===== config.mk =====
export PLATFORM = sky130hd
export DESIGN_NAME = seq_divider32
export DESIGN_NICKNAME = d
export VERILOG_FILES = /design/src/rtl/seq_divider32.sv
export SDC_FILE = /design/constraint.sdc
export NUM_CORES = 1
export LEC_CHECK = 0
export CORE_ASPECT_RATIO = 1.75
export CORE_UTILIZATION = 45
export CTS_BUF_LIST = sky130_fd_sc_hd__clkbuf_4
export DETAILED_ROUTE_END_ITERATION = 7
export GPL_TIMING_DRIVEN = 0
export PLACE_DENSITY = 0.76
export RECOVER_POWER = 50
export SKIP_LAST_GASP = 1
export SYNTH_ARGS = -nofsm -noshare
export SYNTH_HDL_FRONTEND = slang
export SYNTH_SLANG_ARGS = --single-unit

===== constraint.sdc =====
create_clock -name clk -period 10.2 [get_ports clk]
set_input_delay 1.53 -clock clk [delete_from_list [all_inputs] [get_ports clk]]
set_output_delay 1.53 -clock clk [all_outputs]
set_load 0.02 [all_outputs]

===== src/rtl/seq_divider32.sv =====
// Multicycle restoring divider (DIV/DIVU): one trial subtraction per clock, quotient to LO, remainder to HI.
// Optional build macro SEQ_DIVIDER32_ABORT_EN adds an abort input that cancels a running divide.
module seq_divider32 #(
    parameter int unsigned WIDTH = 32
) (
    input  logic             clk,
    input  logic             rst_n,
    input  logic             start,
    input  logic             is_signed,
    input  logic [WIDTH-1:0] dividend,
    input  logic [WIDTH-1:0] divisor,
`ifdef SEQ_DIVIDER32_ABORT_EN
    input  logic             abort,
`endif
    output logic             busy,
    output logic             done,
    output logic [WIDTH-1:0] quotient,
    output logic [WIDTH-1:0] remainder,
    output logic             div_by_zero
);

    localparam int unsigned CW = (WIDTH > 2) ? $clog2(WIDTH) : 1;

    typedef enum logic [1:0] {
        IDLE = 2'd0,
        RUN  = 2'd1,
        DONE = 2'd2
    } state_t;

    state_t           state_q, state_d;
    logic [WIDTH-1:0] dvd_q, dvd_d;
    logic [WIDTH-1:0] dvs_q, dvs_d;
    logic [WIDTH-1:0] prem_q, prem_d;
    logic [CW-1:0]    cnt_q, cnt_d;
    logic             neg_quo_q, neg_quo_d;
    logic             neg_rem_q, neg_rem_d;
    logic [WIDTH-1:0] quo_q, quo_d;
    logic [WIDTH-1:0] rem_q, rem_d;
    logic             dbz_q, dbz_d;
    logic             busy_q, busy_d;
    logic             done_q, done_d;
`ifdef SEQ_DIVIDER32_ABORT_EN
    logic             dbz_save_q, dbz_save_d;
`endif

    logic [WIDTH:0]   shifted_c;
    logic [WIDTH:0]   trial_c;
    logic             qbit_c;
    logic [WIDTH-1:0] q_mag_c;
    logic [WIDTH-1:0] r_mag_c;

    // Trial subtraction at WIDTH+1 bits; the MSB is the borrow / sign of the trial.
    assign shifted_c = {prem_q, dvd_q[WIDTH-1]};
    assign trial_c   = shifted_c - {1'b0, dvs_q};
    assign qbit_c    = ~trial_c[WIDTH];
    assign q_mag_c   = {dvd_q[WIDTH-2:0], qbit_c};
    assign r_mag_c   = qbit_c ? trial_c[WIDTH-1:0] : shifted_c[WIDTH-1:0];

    // Next-state and output logic.
    always_comb begin
        state_d   = state_q;
        dvd_d     = dvd_q;
        dvs_d     = dvs_q;
        prem_d    = prem_q;
        cnt_d     = cnt_q;
        neg_quo_d = neg_quo_q;
        neg_rem_d = neg_rem_q;
        quo_d     = quo_q;
        rem_d     = rem_q;
        dbz_d     = dbz_q;
`ifdef SEQ_DIVIDER32_ABORT_EN
        dbz_save_d = dbz_save_q;
`endif

        unique case (state_q)
            IDLE: begin
                if (start) begin
                    dvd_d     = (is_signed && dividend[WIDTH-1]) ? -dividend : dividend;
                    dvs_d     = (is_signed && divisor[WIDTH-1])  ? -divisor  : divisor;
                    prem_d    = '0;
                    neg_quo_d = is_signed & (dividend[WIDTH-1] ^ divisor[WIDTH-1]);
                    neg_rem_d = is_signed & dividend[WIDTH-1];
                    dbz_d     = 1'b0;
`ifdef SEQ_DIVIDER32_ABORT_EN
                    dbz_save_d = dbz_q;
`endif
                    if (divisor == '0) begin
                        // Remainder reports the raw dividend, not its magnitude.
                        quo_d   = '1;
                        rem_d   = dividend;
                        dbz_d   = 1'b1;
                        state_d = DONE;
                    end else begin
                        cnt_d   = CW'(WIDTH - 1);
                        state_d = RUN;
                    end
                end
            end
            RUN: begin
                prem_d = r_mag_c;
                dvd_d  = q_mag_c;
                cnt_d  = cnt_q - CW'(1);
                if (cnt_q == '0) begin
                    quo_d   = neg_quo_q ? -q_mag_c : q_mag_c;
                    rem_d   = neg_rem_q ? -r_mag_c : r_mag_c;
                    state_d = DONE;
                end
`ifdef SEQ_DIVIDER32_ABORT_EN
                if (abort) begin
                    quo_d   = quo_q;
                    rem_d   = rem_q;
                    dbz_d   = dbz_save_q;
                    state_d = IDLE;
                end
`endif
            end
            DONE: begin
                state_d = IDLE;
            end
            default: begin
                state_d = IDLE;
            end
        endcase

        busy_d = (state_d != IDLE);
        done_d = (state_d == DONE);
    end

    always_ff @(posedge clk or negedge rst_n) begin
        if (!rst_n) begin
            state_q   <= IDLE;
            dvd_q     <= '0;
            dvs_q     <= '0;
            prem_q    <= '0;
            cnt_q     <= '0;
            neg_quo_q <= 1'b0;
            neg_rem_q <= 1'b0;
            quo_q     <= '0;
            rem_q     <= '0;
            dbz_q     <= 1'b0;
            busy_q    <= 1'b0;
            done_q    <= 1'b0;
`ifdef SEQ_DIVIDER32_ABORT_EN
            dbz_save_q <= 1'b0;
`endif
        end else begin
            state_q   <= state_d;
            dvd_q     <= dvd_d;
            dvs_q     <= dvs_d;
            prem_q    <= prem_d;
            cnt_q     <= cnt_d;
            neg_quo_q <= neg_quo_d;
            neg_rem_q <= neg_rem_d;
            quo_q     <= quo_d;
            rem_q     <= rem_d;
            dbz_q     <= dbz_d;
            busy_q    <= busy_d;
            done_q    <= done_d;
`ifdef SEQ_DIVIDER32_ABORT_EN
            dbz_save_q <= dbz_save_d;
`endif
        end
    end

    assign busy        = busy_q;
    assign done        = done_q;
    assign quotient    = quo_q;
    assign remainder   = rem_q;
    assign div_by_zero = dbz_q;

endmodule


==> results.md, run 1 <==
| Item | Value | Unit |
| --- | --- | --- |
| Required time of the critical path | 10,830 | ps |
| Number of hold buffers added after cts | 0 | - |
| Die extent in y | 218.3 | um |
| Routed wire length | 44,160 | um |
| Synth cell types | 76 | - |
| DRC viols | 15 | - |
| Global-route congestion overflow total | 0 | - |
| Highest metal layer with signal wires | met4 | - |
| Most used flip-flop cell after synthesis | sky130_fd_sc_hd__dfrtp_1 | - |
| Chip width | 125.6 | um |
| Layout area overhead | 17.00 | % |
| Layout cell share with drive strength beyond 1 | 3.770 | % |
| RSZ-0062 raised after global routing | false | - |
| Routed length on met1 | 15,020 | um |
| Startpoint Class | register | - |
| Synthesis Warnings | 0 | - |
| Vias in the first global route | 12.15k | - |
| Kind of critical path | reg2reg | - |
| Library cell with the highest instance count after synthesis | sky130_fd_sc_hd__a21oi_1 | - |
| Min-Delay Path Class | reg2reg | - |
| Met2 routed WL | 22,770 | um |
| Fraction of the yosys area taken by sequential cells | 35.77 | % |
| Mean routed wirelength per cell | 22.17 | um |
| Number of maximum-capacitance violations | 1 | - |
| Total I/O pin count | 135 | - |
| Headroom to the max-slew limit | -214.9 | % |
| Root buf cell | sky130_fd_sc_hd__clkbuf_4 | - |
| Detailed-routed wire length on met3 | 2635 | um |
| Leading area contributor after synthesis | sky130_fd_sc_hd__dfrtp_1 | - |
| Final #Nets | 1,764 | - |
| Async set or reset register ratio after synthesis | 100.0 | % |
| Average vias per placed instance | 6.120 | - |
| Maximum clock path buffer count | 2 | - |
| Cell types occupying the most area after synthesis | sky130_fd_sc_hd__dfrtp_1, sky130_fd_sc_hd__a21oi_1, sky130_fd_sc_hd__o21ai_0, sky130_fd_sc_hd__xor2_1, sky130_fd_sc_hd__nand2_1 | - |
| Count of final hold-check violations | 0 | - |
| Total Neg Setup Slack | 0 | ps |
| Synthesized instance count | 1,503 | - |
| Number of nets produced by synthesis | 1,609 | - |
| Post-CTS setup buffer count | 0 | - |
| Detail Route Antenna Nets | 0 | - |
| First-pass iteration count of the detailed router | 8 | - |
| DR iter-0 viols | 1,039 | - |
| Wire length of the first global-routing pass | 67,790 | um |
| Mapped Avg Cell Area | 8.007 | sq um |
| Register clock-pin slew on the reported worst setup and hold paths | 160 | ps |
| Final core occ | 54.03 | % |
| Cell area after technology mapping | 12,030 | sq um |
| Number of enable-type register cells in the synthesized netlist | 0 | - |
| Worst-path fanout max | 10 | - |
| Placeable Area | 26,060 | sq um |
| Gr usage total | 33.12 | % |
| Detail Placement HPWL | 34,230 | um |
| Top cells by count, synth | sky130_fd_sc_hd__a21oi_1, sky130_fd_sc_hd__dfrtp_1, sky130_fd_sc_hd__nand2_1 | - |
| CTS tree | yes | - |
| Largest net degree at the start of global routing | 88 | - |
| Final max-slew violation count | 86 | - |
| Actual slew at the worst max-slew pin | 4724 | ps |
| Critical path data arrival time | 7610 | ps |
| Violations in the final reports | DRC, capacitance limit, slew limit | - |
| Highest attainable clock frequency | 143.2 | MHz |
| Worst reg2reg setup slack | 3210 | ps |
| Worst clock skew | 34.80 | ps |
| Flip-flop and latch count after synthesis | 172 | - |
| Placer Congestion | 1.007 | - |
| Area fraction of the dominant cell type after synthesis | 35.77 | % |
| Tightest hold margin | 497.2 | ps |
| Port buffer count | 134 | - |
| Std-Cell Rows | 78 | - |
| Initial cell density of the core | 46.18 | % |
| Total Die Area | 27,430 | sq um |
| Type of destination of the critical path | register | - |
| Fraction of the cycle the final worst path needs | 68.48 | % |
| TritonCTS Sinks | 172 | - |
| Final min period | 6985 | ps |
| Number of buffers created by CTS | 17 | - |
| Skew-Pair Late Insertion Delay | 680 | ps |
| Count of H-tree levels built during CTS | 4 | - |
| Number of antenna violations at the first check in global routing | 1 | - |
| Outcome | finished, violations left | - |
| Total number of vias | 12.19k | - |
| Number of gates resized after CTS | 0 | - |
| Final setup fails | 0 | - |
[worst max-delay path, cell delays in order, from the launching register on]
cell                       delay [ps]
sky130_fd_sc_hd__dfrtp_1          480
sky130_fd_sc_hd__inv_1             90
sky130_fd_sc_hd__ha_1             160
sky130_fd_sc_hd__inv_1             70
sky130_fd_sc_hd__fa_1             440
sky130_fd_sc_hd__a211oi_1         310
sky130_fd_sc_hd__o211ai_1         290
sky130_fd_sc_hd__a21oi_2          390
sky130_fd_sc_hd__a21o_1           230
sky130_fd_sc_hd__a21o_1           190
sky130_fd_sc_hd__nor2_4           110
sky130_fd_sc_hd__inv_1            440
sky130_fd_sc_hd__buf_2            440
sky130_fd_sc_hd__buf_1            560
sky130_fd_sc_hd__mux2i_1          420
sky130_fd_sc_hd__ha_1             310
sky130_fd_sc_hd__inv_1             70
sky130_fd_sc_hd__nor2_1            90
sky130_fd_sc_hd__nor4bb_1         390
sky130_fd_sc_hd__and3_1           270
sky130_fd_sc_hd__a32oi_1          250
sky130_fd_sc_hd__nand3b_1         340
sky130_fd_sc_hd__o311a_1          350
sky130_fd_sc_hd__a21oi_1          100
sky130_fd_sc_hd__and2_1           120
[stage by stage]
step / cells / setup slack [ps] / instance area [sq um]
final: 1992 / 3215 / 14080
after global routing: 1992 / 2879 / 14080
after CTS: 1991 / 3438 / 14090
after detailed placement: 1959 / 3508 / 13820
after global placement: 1957 / 479.2 / 13780
after floorplan: 1503 / 5280 / 12030
[cells by family after synthesis]
group	synth area share, %
adder cells (fa/ha/maj)	4.013
flip-flops	35.77
AO/OA/AOI/OAI	23.96
buffers and inverters	4.648
multiplexers	2.974
XOR/XNOR	8.806
AND/OR/NAND/NOR	19.84
[layout by cell type (no fill, tap or decap), drive strengths merged, types with 9 or more instances in the layout]
cell | netlist | layout
a211oi | 11 | 11
a21o | 10 | 10
a21oi | 177 | 177
a31oi | 18 | 18
and2 | 13 | 13
and3 | 15 | 15
buf | 13 | 15
clkbuf | 74 | 92
clkdlybuf4s50 | 0 | 103
clkinv | 2 | 9
dfrtp | 172 | 172
dlygate4sd3 | 0 | 30
ha | 37 | 37
inv | 59 | 65
mux2i | 29 | 29
nand2 | 161 | 161
nand2b | 11 | 11
nand3 | 16 | 16
nand4 | 13 | 13
nor2 | 145 | 145
nor2b | 14 | 14
nor3 | 59 | 59
nor4 | 22 | 22
o21ai | 156 | 156
o22ai | 13 | 13
o31ai | 20 | 20
o41ai | 13 | 13
or4 | 14 | 14
xnor2 | 51 | 51
xor2 | 70 | 70
[worst paths after layout]
check | to | depth (start not counted) | from
max in group asynchronous | dvs_q[3] | 1 | rst_n
worst max register to register | remainder[30] | 24 | dvd_q[31]
worst min register to register | dvs_q[19] | 2 | dvs_q[19]
worst max-delay path | remainder[30] | 24 | dvd_q[31]
min in group asynchronous | cnt_q[3] | 1 | rst_n
worst min-delay path | dvs_q[19] | 2 | dvs_q[19]
[area by class of cell]
cell class / instances / area [sq um]
antenna: 1 / 2.502
buffer: 87 / 330.3
clock buffer: 17 / 127.6
clock inverter: 15 / 136.4
fill: 2563 / 11980
inverter: 61 / 229.0
multi-input combinational: 1183 / 7176
sequential: 172 / 4304
tap: 320 / 400.4
timing repair buffer: 136 / 1374
[routing by layer]
metal / GRT usage (%) / up-vias
met2: 60.31 / 552
met4: 27.15 / 0
met5: 0 / -
li1: - / 5692
met3: 6.512 / 192
met1: 32.28 / 5756
[state kept, by name (all words and copies together) (netlist names)]
name and flops:
remainder 32, done 1, div_by_zero 1, prem_q 32
cnt_q 5, quotient 32, busy 1, state_q 2
dvs_q 32, dvd_q 32, neg_rem_q 1, neg_quo_q 1
Power of run 1 is not shown: default switching activity piles up to over one toggle a cycle in this logic, so the estimate is an artifact.
==> inputs of run 2 (changes only) <==
==> constraint.sdc (replaced) <==
create_clock -name clk -period 6.7 [get_ports clk]
set_input_delay 1.005 -clock clk [delete_from_list [all_inputs] [get_ports clk]]
set_output_delay 1.005 -clock clk [all_outputs]
set_load 0.02 [all_outputs]
==> run 2 against run 1 <==
  * The run still ends with DRC, capacitance limit, slew limit left
  * First-iteration DRC count grew 7.4%
  * Largest cell class unchanged
  * Cell area grew 0.30%
  * Worst hold slack better by 1.2 ps
==> results.md, run 2 (synthesized netlist as in run 1, its figures left out) <==
| Item | Value | Unit | Delta |
| --- | --- | --- | --- |
| Outcome | finished, violations left | - |  |
| Violations in the final reports | DRC, capacitance limit, slew limit | - |  |
| Global-route congestion overflow total | 0 | - | unchanged |
| DRC viols | 14 | - | -1 |
| Detail Placement HPWL | 34,230 | um | unchanged |
| Largest net degree at the start of global routing | 88 | - | unchanged |
| Worst flop-to-flop path startpoint | dvd_q[31] | - |  |
| Routed wire length | 44,310 | um | +0.32% |
| Met1 global-route usage | 32.28 | % | unchanged |
| Worst reg2reg setup slack | 470 | ps | -2750 ps |
| Register clock-pin slew on the reported worst setup and hold paths | 160 | ps | about the same |
| List of cells traversed by the critical path | inv_1, ha_1, inv_1, fa_1, a211oi_1, o211ai_1, a21oi_4, a21o_1, a21o_1, nor2_4, clkinvlp_4, buf_2, buf_2, mux2i_1, ha_1, inv_1, nor2_1, nor4bb_1, and3_1, a32oi_1, nand3b_1, o21ai_0, xnor2_1, o22ai_1 | - |  |
| Number of cells traversed by the worst register-to-register path | 24 | - | unchanged |
| Area occupied by multi-input gates | 7183 | sq um | +0.10% |
| GR Util met2 | 60.31 | % | unchanged |
| Final max-slew violation count | 86 | - | unchanged |
| Critical register-to-register path endpoint | remainder[28] | - |  |
| Worst clock skew | 36.29 | ps | +1.488 ps |
| First-pass iteration count of the detailed router | 8 | - | unchanged |
| Number of maximum-capacitance violations | 1 | - | unchanged |
| Required time of the critical path | 7270 | ps | -3560 ps |
| Wire length of the first global-routing pass | 67,790 | um | unchanged |
| Count of final hold-check violations | 0 | - | unchanged |
| Placer Congestion | 1.007 | - | unchanged |
| Initial cell density of the core | 46.18 | % | unchanged |
| End point of the worst hold path | dvs_q[23] | - |  |
| Std-Cell Rows | 78 | - | unchanged |
| Skew-Pair Late Insertion Delay | 680 | ps | about the same |
| Highest attainable clock frequency | 160.5 | MHz | +12% |
| Met3 usage in global routing | 6.512 | % | unchanged |
| Final #Nets | 1,768 | - | +0.23% |
| Cell repeated most along the worst path | sky130_fd_sc_hd__inv_1 | - |  |
| Die extent in y | 218.3 | um | unchanged |
| Min-Delay Path Class | reg2reg | - |  |
| RSZ-0062 raised after global routing | false | - |  |
| Count of H-tree levels built during CTS | 4 | - | unchanged |
| Maximum clock path buffer count | 2 | - | unchanged |
| Layout cell share with drive strength beyond 1 | 4.119 | % | +0.35 points |
| Final setup fails | 0 | - | unchanged |
| Critical path data arrival time | 6800 | ps | -810 ps |
| Total Die Area | 27,430 | sq um | unchanged |
| Actual slew at the worst max-slew pin | 4772 | ps | +48.53 ps |
| TritonCTS Sinks | 172 | - | unchanged |
| Final min period | 6232 | ps | -753.0 ps |
| Number of antenna violations at the first check in global routing | 1 | - | unchanged |
| Commonest non-fill, non-tap cell in the layout | sky130_fd_sc_hd__a21oi_1 | - |  |
| Gr usage total | 33.12 | % | unchanged |
| Busiest metal layer after global routing | met2 | - |  |
| Headroom to the max-slew limit | -218.2 | % | -3.2 points |
| Total I/O pin count | 135 | - | unchanged |
| Startpoint Class | register | - |  |
| DR iter-0 viols | 1,116 | - | +7.4% |
| Hold Crit Depth | 2 | - | unchanged |
| Longest individual stage delay on the worst path | 480 | ps | -80 ps |
| Total Neg Setup Slack | 0 | ps | unchanged |
| Vias in the first global route | 12.15k | - | -0.0082% |
| Highest-count cells in the layout ignoring fill and taps | sky130_fd_sc_hd__a21oi_1, sky130_fd_sc_hd__dfrtp_1, sky130_fd_sc_hd__nand2_1 | - |  |
| CTS tree | yes | - |  |
| Number of buffers created by CTS | 17 | - | unchanged |
| Average vias per placed instance | 6.143 | - | +0.36% |
| Port buffer count | 134 | - | unchanged |
| Worst-path fanout max | 10 | - | unchanged |
| Chip width | 125.6 | um | unchanged |
| Type of destination of the critical path | register | - |  |
| Max stage delay cell, worst path | sky130_fd_sc_hd__dfrtp_1 | - |  |
| Placeable Area | 26,060 | sq um | unchanged |
| Kind of critical path | reg2reg | - |  |
| Layout area overhead | 17.35 | % |  |
| Startpoint of the tightest hold check path | dvs_q[23] | - |  |
| Root buf cell | sky130_fd_sc_hd__clkbuf_4 | - |  |
| Register area | 4304 | sq um | unchanged |
| Detail Route Antenna Nets | 0 | - | unchanged |
| Mean routed wirelength per cell | 22.20 | um | +0.12% |
| Fraction of the cycle the final worst path needs | 93.02 | % | +25 points |
| Filler Cells Inserted | 2,561 | - | -0.078% |
| Total number of vias | 12.26k | - | +0.57% |
## run 2: repair_timing
action                                  4_1_cts  5_1_grt
setup buffers                                 0        4
endpoints found under the setup margin        3        8
pin swaps                                     0        1
hold buffers                                  0        0
gates resized for setup                       1        2
## run 2: worst max path at each step
stage                   start             to  slack [ps]  cells after the start
detailed placement  dvd_q[31]  remainder[28]           8                     24
finish              dvd_q[31]  remainder[28]         470                     24
global route        dvd_q[31]  remainder[28]         190                     24
global placement        rst_n      prem_q[4]       -2500                      1
floorplan           dvd_q[31]  remainder[30]        1780                     24
CTS                 dvd_q[31]  remainder[30]         170                     24
## run 2: final cells by class
class	instances	area share, %
antenna	1	0.01772
buffer	87	2.348
clock buffer	17	0.9037
clock inverter	15	0.9657
inverter	61	1.648
multi-input combinational	1183	50.86
sequential	172	30.48
tap	320	2.835
timing repair buffer	140	9.941
## run 2: layer usage
layer / vias to the layer above / wire, um / part of all wire, %
li1: 5704 / - / -
met1: 5792 / 14950 / 34
met2: 585 / 23010 / 52
met3: 180 / 2877 / 6.5
met4: 0 / 3459 / 7.8
met5: - / 0 / 0
## run 2: worst max-delay path: cells and delay by family (launching register included)
kind | cells | cell delay (ps)
mux | 1 | 370
compound gates | 8 | 1940
fa+ha+maj | 3 | 910
xor+xnor | 1 | 140
buf+inv | 6 | 1060
simple gates | 5 | 1200
flops | 1 | 480
## run 2: through the flow
stage	instances	setup WS, ps	hold WS, ps	util, %	instance area [sq um]
2_1_floorplan	1503	1780	449.8	-	12030
3_3_place_gp	1957	-2496	462.1	52.87	13780
3_5_place_dp	1959	7.507	470.7	53.05	13820
4_1_cts	1991	172.6	311.4	54.07	14090
5_1_grt	1996	187.0	521.0	54.20	14120
6_report	1996	467.9	498.4	54.20	14120
Power of run 2 is left out for the same reason.
